$ cat src/rtl/reu_pkg.sv
// Shared encodings for the REU DMA sequencer: transfer types and FSM states.
package reu_pkg;

  typedef enum logic [1:0] {
    XFER_STASH  = 2'b00,
    XFER_FETCH  = 2'b01,
    XFER_SWAP   = 2'b10,
    XFER_VERIFY = 2'b11
  } xfer_e;

  typedef enum logic [3:0] {
    IDLE  = 4'd0,
    ARB   = 4'd1,
    STASH = 4'd2,
    F_RD  = 4'd3,
    F_WR  = 4'd4,
    S_RD  = 4'd5,
    S_ST  = 4'd6,
    S_WR  = 4'd7,
    V_RD  = 4'd8,
    V_CMP = 4'd9
  } state_e;

endpackage

$ cat src/rtl/reu_dma_sequencer.sv
// Per-bus-cycle REU DMA sequencer: arbitrates for the bus, then steps the
// stash/fetch/swap/verify transfer and emits BA-qualified register strobes.
module reu_dma_sequencer
  import reu_pkg::*;
#(
  parameter int unsigned START_DELAY = 1
) (
  input  logic       PHI2,
  input  logic       nRESET,
  input  logic       BA,
  input  logic       Execute,
  input  logic [1:0] XferType,
  input  logic       Length1,
  input  logic       Match,
  output logic       RAMRD,
  output logic       RAMWR,
  output logic       DMA,
  output logic       nWEDMA,
  output logic       RegReset,
  output logic       IncCA,
  output logic       IncREUA,
  output logic       DecLen,
  output logic       XferEnd,
  output logic       SetEndOfBlock,
  output logic       SetVerifyErr
);

  localparam logic [1:0] START_CNT = 2'(START_DELAY - 1);

  state_e     state_q, state_d;
  logic [1:0] cnt_q, cnt_d;
  logic       regreset_q;

  // Register state, start-delay counter and the one-edge register-file reset.
  always_ff @(posedge PHI2 or negedge nRESET) begin
    if (!nRESET) begin
      state_q    <= IDLE;
      cnt_q      <= 2'd0;
      regreset_q <= 1'b1;
    end else begin
      state_q    <= state_d;
      cnt_q      <= cnt_d;
      regreset_q <= 1'b0;
    end
  end

  assign DMA      = (state_q != IDLE);
  assign RegReset = regreset_q;

  // Next state and strobe decode; every transfer state freezes while BA is low.
  always_comb begin
    state_d       = state_q;
    cnt_d         = cnt_q;
    RAMRD         = 1'b0;
    RAMWR         = 1'b0;
    nWEDMA        = 1'b1;
    IncCA         = 1'b0;
    IncREUA       = 1'b0;
    DecLen        = 1'b0;
    XferEnd       = 1'b0;
    SetEndOfBlock = 1'b0;
    SetVerifyErr  = 1'b0;
    case (state_q)
      IDLE: begin
        if (Execute) begin
          cnt_d   = START_CNT;
          state_d = ARB;
        end else begin
          state_d = IDLE;
        end
      end
      ARB: begin
        if (cnt_q == 2'd0) begin
          case (xfer_e'(XferType))
            XFER_STASH:  state_d = STASH;
            XFER_FETCH:  state_d = F_RD;
            XFER_SWAP:   state_d = S_RD;
            XFER_VERIFY: state_d = V_RD;
            default:     state_d = IDLE;
          endcase
        end else begin
          cnt_d = cnt_q - 2'd1;
        end
      end
      STASH: begin
        if (BA) begin
          RAMWR   = 1'b1;
          IncCA   = 1'b1;
          IncREUA = 1'b1;
          DecLen  = 1'b1;
          if (Length1) begin
            XferEnd       = 1'b1;
            SetEndOfBlock = 1'b1;
            state_d       = IDLE;
          end else begin
            state_d = STASH;
          end
        end else begin
          state_d = state_q;
        end
      end
      F_RD: begin
        if (BA) begin
          RAMRD   = 1'b1;
          IncREUA = 1'b1;
          state_d = F_WR;
        end else begin
          state_d = state_q;
        end
      end
      F_WR: begin
        if (BA) begin
          nWEDMA = 1'b0;
          IncCA  = 1'b1;
          DecLen = 1'b1;
          // Prefetch the next byte while the current one goes out on the bus.
          if (!Length1) begin
            RAMRD   = 1'b1;
            IncREUA = 1'b1;
            state_d = F_WR;
          end else begin
            XferEnd       = 1'b1;
            SetEndOfBlock = 1'b1;
            state_d       = IDLE;
          end
        end else begin
          state_d = state_q;
        end
      end
      S_RD: begin
        if (BA) begin
          RAMRD   = 1'b1;
          state_d = S_ST;
        end else begin
          state_d = state_q;
        end
      end
      S_ST: begin
        if (BA) begin
          RAMWR   = 1'b1;
          state_d = S_WR;
        end else begin
          state_d = state_q;
        end
      end
      S_WR: begin
        if (BA) begin
          nWEDMA  = 1'b0;
          IncCA   = 1'b1;
          IncREUA = 1'b1;
          DecLen  = 1'b1;
          if (Length1) begin
            XferEnd       = 1'b1;
            SetEndOfBlock = 1'b1;
            state_d       = IDLE;
          end else begin
            state_d = S_RD;
          end
        end else begin
          state_d = state_q;
        end
      end
      V_RD: begin
        if (BA) begin
          RAMRD   = 1'b1;
          state_d = V_CMP;
        end else begin
          state_d = state_q;
        end
      end
      V_CMP: begin
        if (BA) begin
          IncCA   = 1'b1;
          IncREUA = 1'b1;
          DecLen  = 1'b1;
          if (!Match) begin
            SetVerifyErr  = 1'b1;
            XferEnd       = 1'b1;
            SetEndOfBlock = Length1;
            state_d       = IDLE;
          end else if (Length1) begin
            XferEnd       = 1'b1;
            SetEndOfBlock = 1'b1;
            state_d       = IDLE;
          end else begin
            state_d = V_RD;
          end
        end else begin
          state_d = state_q;
        end
      end
      default: state_d = IDLE;
    endcase
  end

endmodule

$ cat config.mk
export PLATFORM = sky130hd
export DESIGN_NAME = reu_dma_sequencer
export DESIGN_NICKNAME = d
export VERILOG_FILES = /design/src/rtl/reu_pkg.sv /design/src/rtl/reu_dma_sequencer.sv
export SDC_FILE = /design/constraint.sdc
export NUM_CORES = 1
export LEC_CHECK = 0
export ABC_AREA = 0
export BUFFER_PORTS_ARGS = -buffer_cell sky130_fd_sc_hd__buf_2
export CORE_MARGIN = 5
export CORE_UTILIZATION = 55
export DETAILED_ROUTE_END_ITERATION = 10
export PLACE_DENSITY = 0.81
export RECOVER_POWER = 100
export SLEW_MARGIN = 20
export SYNTH_ARGS = -nofsm -noshare
export SYNTH_HDL_FRONTEND = slang
export SYNTH_SLANG_ARGS = --single-unit
$ cat constraint.sdc
create_clock -name PHI2 -period 3.52 [get_ports PHI2]
set_clock_uncertainty 0.2 [all_clocks]
set_input_delay 0.704 -clock PHI2 [delete_from_list [all_inputs] [get_ports PHI2]]
set_output_delay 0.704 -clock PHI2 [all_outputs]
set_load 0.03 [all_outputs]
==> impl_metrics.yaml, run 1 <==
grt:
  grt_max_degree: 23
  grt.total_usage_pct: 17.2
  antenna_found_initial: 0
  grt_pass1_wl_mm: 2.65
  grt-ovfl-total: 0
  grt_pass1_vias: 603
synth:
  synth_area_leaders: "dfrtp_1 (20%), ha_1 (8.5%), nand2b_1 (5.1%)"
  yosysMostFrequentCell: "nand2_1"
  synthCells: 90
  ys_types: 43
  syn_nets: 103
  synth_commonest_cells: "nand2_1 (8), inv_1 (7), a21oi_1 (6), dfrtp_1 (6), nand2b_1 (6)"
  synth_area_per_cell_um2: 8.16
  mappedNetlistArea_um2: 734
  synth_edf_count: 0
  yosys_most_used_dff: "dfrtp_1"
  yosysSeqAreaShare_pct: 24.0
  ys_ff_latch: 7
  synth_top_area_share_pct: 20.4
  yosysTopAreaCell: "dfrtp_1"
  async_flop_share_pct: 100
  yosysWarningCount: 0
drt:
  top_layer: "met4"
  vias: 690
  drc: 0
  dr.first_iter.drc_count: 11
  wl_per_cell_um: 13.4
  wl_met3_um: 80
  routed_wl_mm: 1.61
  dr_wl_met2_um: 741
  drtAntennaViolNets: 0
  m1WireLength_um: 776
  firstDrtPassIters: 4
  viasPerCell: 5.75
sta:
  finalCriticalPeriod_ps: 2890
  hold_viol: 0
  fmax_ghz: 0.347
  worst_pin_slew_ps: 645
  finalSetupTns_ps: 0
  relSlewSlack_pct: 57.0
  rsz0062_at_grt: "no"
  maxSlewViolCount: 0
  finalCritPeriodShare_pct: 82.0
  finalSetupViolCount: 0
die:
  core_area_um2: 1280
  die_x_um: 46.5
  io_pins: 19
  start_util_pct: 57.2
  die_area_um2: 2170
  die_y_um: 46.5
  row_count: 13
clocking:
  holdBufCountCts: 0
  path_clk_slew_ps: 50
  post_cts_buffers: 0
  htreeDepth: 1
  cts_tree: "done"
  clk-insertion-delay-late_ps: 240
  cts_root_buffer: "clkbuf_4"
  cts_sinks: 7
  numCtsBuffers: 3
  cts_resized: 0
  cts_max_path_buffers: 2
worst_hold_path:
  holdCritPathClass: "in2async"
worst_setup_path:
  critPathLaunch: "state_q[3]$_DFFE_PN0P_"
  path_class: "reg2out"
  r2r_setup_slack_ps: 1300
  r2r-start: "state_q[2]$_DFFE_PN0P_"
  critPathMaxFanout: 16
  cp.required_ps: 2620
  r2r_cells: 4
  critPathArrivalTime_ps: 1980
  worstSetupStartpointType: "flop"
  endpoint: "IncREUA"
  end_kind: "primary output"
  reg2reg_to: "state_q[2]$_DFFE_PN0P_"
job:
  cap_violations: 0
outcome:
  status: "finished, final reports clean"
power_and_ir_drop:
  ir_drop_mv: 0.368
  power.density_nw_per_um2: 761
  p_leak_nw: 0.344
cells_and_area:
  drive_gt1_share_pct: 12.4
  nNetsFinal: 119
  area_growth_pct: 8.01
  post-route-util_pct: 61.7
  antenna_cells: 0
  n_fill_cell: 127
place:
  io_buffers: 18
  dp.final_hpwl_mm: 1.18
  gp_congestion: 0.779
==> placed cells by master (no fill, tap or decap), types with 3 or more instances in the layout <==
master and count:
inv_1 7, nor3_1 3, ha_1 5, clkbuf_1 12, buf_2 7, dfrtp_1 6
and2_1 3, clkbuf_4 3, o21ai_0 5, nand2_1 8, nand2b_1 6, o22ai_1 3
a21oi_1 6
==> critical path, cell delays in order (launching register included) <==
cell and delay, ps:
dfrtp_1 590, or3b_1 460, o21ai_1 120, o2bb2ai_1 130
and2_1 130, clkbuf_1 300
==> routing by layer <==
metal | up-vias | track usage [%]
li1 | 344 | -
met1 | 321 | 23.4
met2 | 23 | 26.4
met3 | 2 | 3.52
met4 | 0 | 6.82
met5 | - | 0
==> state kept, by name (all words and copies together) (netlist names) <==
signal	flops
cnt_q	2
state_q	4
RegReset	1
==> worst min path at each step <==
stage                              start                     end  slack (ps)  depth (start not counted)
floorplan                         nRESET    cnt_q[0]$_DFFE_PN0P_         210                          0
global placement    cnt_q[1]$_DFFE_PN0P_    cnt_q[1]$_DFFE_PN0P_         320                          1
detailed placement                nRESET    cnt_q[1]$_DFFE_PN0P_         340                          1
CTS                               nRESET  state_q[0]$_DFFE_PN0P_          70                          1
global route                      nRESET    cnt_q[1]$_DFFE_PN0P_         160                          1
finish                            nRESET  state_q[0]$_DFFE_PN0P_         130                          1
==> metrics by stage <==
stage	worst slack [ps]	total power [mW]	hold slack (ps)	area, um2	cells
6_report	635	0.604	134	793	120
5_1_grt	497	0.651	161	793	120
4_1_cts	730	0.637	74.3	827	120
3_5_place_dp	960	0.563	335	801	116
3_3_place_gp	1020	0.560	325	801	116
2_1_floorplan	579	0.497	208	734	90
==> final cells by class <==
class,instances,area (um2),share of cell area (%)
tap,15,18.8,2.37
inverter,7,26.3,3.31
timing repair buffer,18,76.3,9.62
sequential,7,176,22.2
multi-input combinational,69,469,59.1
clock buffer,4,26.3,3.31
==> where the power goes <==
| group | total (mW) | leakage, nW | switching [mW] | internal, mW |
|---|---|---|---|---|
| Combinational | 0.351 | 0.238 | 0.218 | 0.133 |
| Clock | 0.0708 | 0.0150 | 0.0277 | 0.0431 |
| Sequential | 0.181 | 0.0910 | 0.0813 | 0.100 |
| Total | 0.604 | 0.344 | 0.327 | 0.276 |
==> cell families (layout without fill, tap and decap cells) <==
family,Yosys count,count (layout),synth area share (%)
AOI/OAI and AO/OA,27,27,25.4
xor gates and xnor gates,2,2,2.39
adders and majority gates,5,5,8.52
buffers and inverters,14,29,9.37
DFF,7,7,24.0
other,1,1,0.511
and+or+nand+nor,34,34,29.8
(Power assumes the default switching activity.)
==> run 2: changes to the inputs <==
--- a/config.mk
+++ b/config.mk
@@ -8,9 +8,9 @@
 export ABC_AREA = 0
 export BUFFER_PORTS_ARGS = -buffer_cell sky130_fd_sc_hd__buf_2
 export CORE_MARGIN = 5
-export CORE_UTILIZATION = 55
+export CORE_UTILIZATION = 46
 export DETAILED_ROUTE_END_ITERATION = 10
-export PLACE_DENSITY = 0.81
+export PLACE_DENSITY = 0.72
 export RECOVER_POWER = 100
 export SLEW_MARGIN = 20
 export SYNTH_ARGS = -nofsm -noshare
==> constraint.sdc (replaced) <==
create_clock -name PHI2 -period 2.49 [get_ports PHI2]
set_clock_uncertainty 0.2 [all_clocks]
set_input_delay 0.498 -clock PHI2 [delete_from_list [all_inputs] [get_ports PHI2]]
set_output_delay 0.498 -clock PHI2 [all_outputs]
set_load 0.03 [all_outputs]
==> impl_metrics.yaml, run 2 (synthesis gave the netlist of run 1 again) <==
drt:
  routed_wl_mm: 1.60
  wl_per_cell_um: 12.7
  vias: 688
  drc: 0
  drtAntennaViolNets: 0
  dr.first_iter.drc_count: 14
  viasPerCell: 5.46
  firstDrtPassIters: 4
sta:
  finalCriticalPeriod_ps: 2400
  finalSetupViolCount: 0
  fmax_ghz: 0.417
  hold_viol: 0
  finalWorstSetupSlack_ps: 94.2
  maxSlewViolCount: 0
  rsz0062_at_grt: "no"
  finalCritPeriodShare_pct: 96.2
  whs_ps: 349
cells_and_area:
  area_growth_pct: 16.5
  top_register: "state_q"
  nNetsFinal: 124
  drive_gt1_share_pct: 24.5
  multi_input_area_um2: 487
  regArea_um2: 178
  final_cell_mix: "nand2_1 (8), buf_2 (8), inv_1 (7), clkbuf_2 (7)"
  final_cells: 126
  antenna_cells: 0
  design_area_um2: 856
  largest_reg_flops: 4
  n_fill_cell: 147
power_and_ir_drop:
  power.density_nw_per_um2: 1070
  ir_drop_mv: 0.457
  p_leak_nw: 0.391
  power_mw: 0.916
clocking:
  post_cts_buffers: 0
  clk-insertion-delay-late_ps: 240
  cts_root_buffer: "clkbuf_4"
  cts_sinks: 7
  cts_max_path_buffers: 2
  numCtsBuffers: 3
  htreeDepth: 1
  cts_tree: "done"
  path_clk_slew_ps: 50
worst_setup_path:
  cp.required_ps: 1790
  r2r_setup_slack_ps: 420
  critPathArrivalTime_ps: 1700
  worstSetupStartpointType: "flop"
  critical-path-max-stage-delay_ps: 480
  crit_buf_inv: 1
  critical_path.cell_chain: "or3b_4 -> o21ai_1 -> o2bb2ai_1 -> and2_1 -> clkbuf_2"
  end_kind: "primary output"
  slowest_stage: "dfrtp_1"
  critical_path_depth: 5
  critPathMaxFanout: 10
  r2r_cells: 5
  cp_top_family: "simple AND/OR/NAND/NOR gates"
  path_class: "reg2out"
die:
  start_util_pct: 48.8
  core_area_um2: 1510
  die_area_um2: 2500
  io_pins: 19
  die_y_um: 50.0
  die_x_um: 50.0
  row_count: 14
place:
  gp_congestion: 0.840
  dpl_worst_slack_ps: 344
  dp.final_hpwl_mm: 1.26
  place_inst: 121
  dpl_cell_area_um2: 836
  io_buffers: 18
grt:
  antenna_found_initial: 0
  grt.total_usage_pct: 14.2
  grt-ovfl-total: 0
  grt_pass1_vias: 676
  grt_max_degree: 13
  grt_pass1_wl_mm: 2.90
worst_hold_path:
  holdCritPathClass: "reg2reg"
  whs_path_depth: 1
job:
  cap_violations: 0
outcome:
  status: "finished, final reports clean"
[run 2: path summary, 6_finish.rpt]
kind                                          end              startpoint
max                                       IncREUA  state_q[2]$_DFFE_PN0P_
min                          cnt_q[0]$_DFFE_PN0P_    cnt_q[0]$_DFFE_PN0P_
max reg2reg                state_q[1]$_DFFE_PN0P_  state_q[2]$_DFFE_PN0P_
min reg2reg                  cnt_q[0]$_DFFE_PN0P_    cnt_q[0]$_DFFE_PN0P_
max in group asynchronous      RegReset$_DFF_PN1_                  nRESET
min in group asynchronous  state_q[0]$_DFFE_PN0P_                  nRESET
[run 2: through the flow]
| stage | TNS [ps] | util (%) |
|---|---|---|
| floorplan | -17.0 | - |
| global placement | 0 | 55.5 |
| detailed placement | 0 | 55.5 |
| CTS | 0 | 57.9 |
| global route | 0 | 56.8 |
| finish | 0 | 56.8 |
[run 2: power breakdown]
group / switching (mW) / internal, mW / total, mW / leakage (nW)
clock: 0.0379 / 0.0609 / 0.0988 / 0.0150
sequential: 0.0670 / 0.145 / 0.212 / 0.0894
combinational: 0.369 / 0.237 / 0.606 / 0.287
total: 0.474 / 0.443 / 0.916 / 0.391
[run 2: timing repair]
action | CTS | global route
endpoints found under the setup margin | 0 | 2
endpoints found under the hold margin | 6 | 0
hold buffers | 1 | 0
resized for setup | 0 | 1
[run 2: layout make-up]
type / instances / area share [%]
repair buffers: 23 / 13.9
multi-input cells: 69 / 56.9
flip-flops and latches: 7 / 20.8
clock buffers: 4 / 3.07
well taps: 16 / 2.34
inverters: 7 / 3.07
[run 2: metal layers]
metal / track usage, % / vias up / routed length, um
li1: - / 359 / -
met5: 0 / - / 0
met4: 3.49 / 0 / 0
met1: 18.0 / 311 / 771
met2: 22.7 / 18 / 742
met3: 4.82 / 0 / 82
==> run 3: changes to the inputs <==
--- a/config.mk
+++ b/config.mk
@@ -10,7 +10,7 @@
 export CORE_MARGIN = 5
 export CORE_UTILIZATION = 46
 export DETAILED_ROUTE_END_ITERATION = 10
-export PLACE_DENSITY = 0.72
+export PLACE_DENSITY = 0.81
 export RECOVER_POWER = 100
 export SLEW_MARGIN = 20
 export SYNTH_ARGS = -nofsm -noshare
==> impl_metrics.yaml, run 3 (synthesis gave the netlist of run 1 again) <==
worst_setup_path:
  critPathMaxFanout: 7
  critPathArrivalTime_ps: 1700
  critPathLaunch: "state_q[1]$_DFFE_PN0P_"
  r2r-start: "state_q[1]$_DFFE_PN0P_"
  end_kind: "primary output"
  cp.required_ps: 1790
  path_class: "reg2out"
  r2r_cells: 5
  worstSetupStartpointType: "flop"
grt:
  grt_pass1_wl_mm: 3.02
  grt_util_met3_pct: 3.61
  globalRoute.busiestLayer: "met2"
  grt-ovfl-total: 0
  grt_pass1_vias: 681
  met1_usage_pct: 19.8
  grt_max_degree: 13
  grt.total_usage_pct: 15.4
  use_met2_pct: 23.7
  antenna_found_initial: 0
sta:
  finalSetupViolCount: 0
  finalSetupTns_ps: 0
  hold_viol: 0
  maxSlewViolCount: 0
  finalCriticalPeriod_ps: 2400
  finalCritPeriodShare_pct: 96.3
  whs_ps: 351
  fmax_ghz: 0.417
  rsz0062_at_grt: "no"
die:
  io_pins: 19
  row_count: 14
  die_y_um: 50.0
  core_area_um2: 1510
  start_util_pct: 48.8
  die_x_um: 50.0
  die_area_um2: 2500
clocking:
  post_cts_buffers: 0
  cts_root_buffer: "clkbuf_4"
  clk-insertion-delay-late_ps: 250
  cts_max_path_buffers: 2
  path_clk_slew_ps: 50
  htreeDepth: 1
  numCtsBuffers: 3
  cts_sinks: 7
  cts_tree: "done"
worst_hold_path:
  whs_path_depth: 1
  hold_start: "cnt_q[1]$_DFFE_PN0P_"
  holdCritPathClass: "reg2reg"
cells_and_area:
  nNetsFinal: 124
  n_fill_cell: 147
  area_growth_pct: 17.0
  antenna_cells: 0
  top_register: "state_q"
  largest_reg_flops: 4
  drive_gt1_share_pct: 25.5
  final_cell_mix: "nand2_1 (8), buf_2 (8), inv_1 (7), clkbuf_2 (7), nand2b_1 (6)"
drt:
  routed_wl_mm: 1.72
  dr.first_iter.drc_count: 23
  viasPerCell: 5.75
  drtAntennaViolNets: 0
  drc: 0
  firstDrtPassIters: 4
  wl_per_cell_um: 13.7
  vias: 725
outcome:
  status: "finished, final reports clean"
place:
  dp.final_hpwl_mm: 1.34
  gp_congestion: 0.872
  io_buffers: 18
power_and_ir_drop:
  p_leak_nw: 0.397
  ir_drop_mv: 0.404
  power.density_nw_per_um2: 1090
job:
  cap_violations: 0
## run 3: power by group
group          leakage (nW)  total [mW]  switching [mW]  internal (mW)
Combinational         0.292       0.633           0.388          0.245
Clock                0.0150       0.101          0.0401         0.0611
Sequential           0.0894       0.206          0.0613          0.145
Total                 0.397       0.941           0.490          0.451
## run 3: timing repair
item | 4_1_cts | 5_1_grt
endpoints found under the hold margin | 6 | 0
endpoints found under the setup margin | 0 | 2
gates resized for setup | 0 | 1
hold buffers | 1 | 0
## run 3: worst paths after layout
check,end,slack (ps)
min in group asynchronous,state_q[0]$_DFFE_PN0P_,470
min,cnt_q[1]$_DFFE_PN0P_,350
max in group asynchronous,RegReset$_DFF_PN1_,1320
max,IncCA,90
min reg2reg,cnt_q[1]$_DFFE_PN0P_,350
max reg2reg,state_q[1]$_DFFE_PN0P_,360
## run 3: through the flow
step | power, mW | std cells | cell area (um2) | worst slack, ps | util, %
after global placement | 0.841 | 121 | 836 | 356 | 55.5
after global routing | 1.01 | 126 | 860 | 4.92 | 57.1
after floorplan | 0.707 | 90 | 738 | -17.0 | -
final | 0.941 | 126 | 860 | 92.6 | 57.1
after CTS | 0.958 | 126 | 872 | 75.1 | 57.9
after detailed placement | 0.850 | 121 | 836 | 352 | 55.5
## run 3: critical path, stage by stage (launching register included)
cell	delay (ps)
dfrtp_1	450
nor3b_1	330
o21ai_0	200
a21boi_1	230
clkbuf_2	240
## run 3: layout make-up
| cell class | instances | area [um2] | share of cell area (%) |
|---|---|---|---|
| flip-flops and latches | 7 | 178 | 20.7 |
| multi-input cells | 69 | 487 | 56.6 |
| repair buffers | 23 | 123 | 14.3 |
| inverters | 7 | 26.3 | 3.06 |
| clock buffers | 4 | 26.3 | 3.06 |
| well taps | 16 | 20.0 | 2.33 |
## run 3: layer usage
| metal | vias to the layer above | wire length [um] | share of wire, % |
|---|---|---|---|
| li1 | 353 | - | - |
| met1 | 339 | 743 | 43 |
| met2 | 30 | 844 | 49 |
| met3 | 3 | 114 | 6.6 |
| met4 | 0 | 21 | 1.2 |
| met5 | - | 0 | 0 |
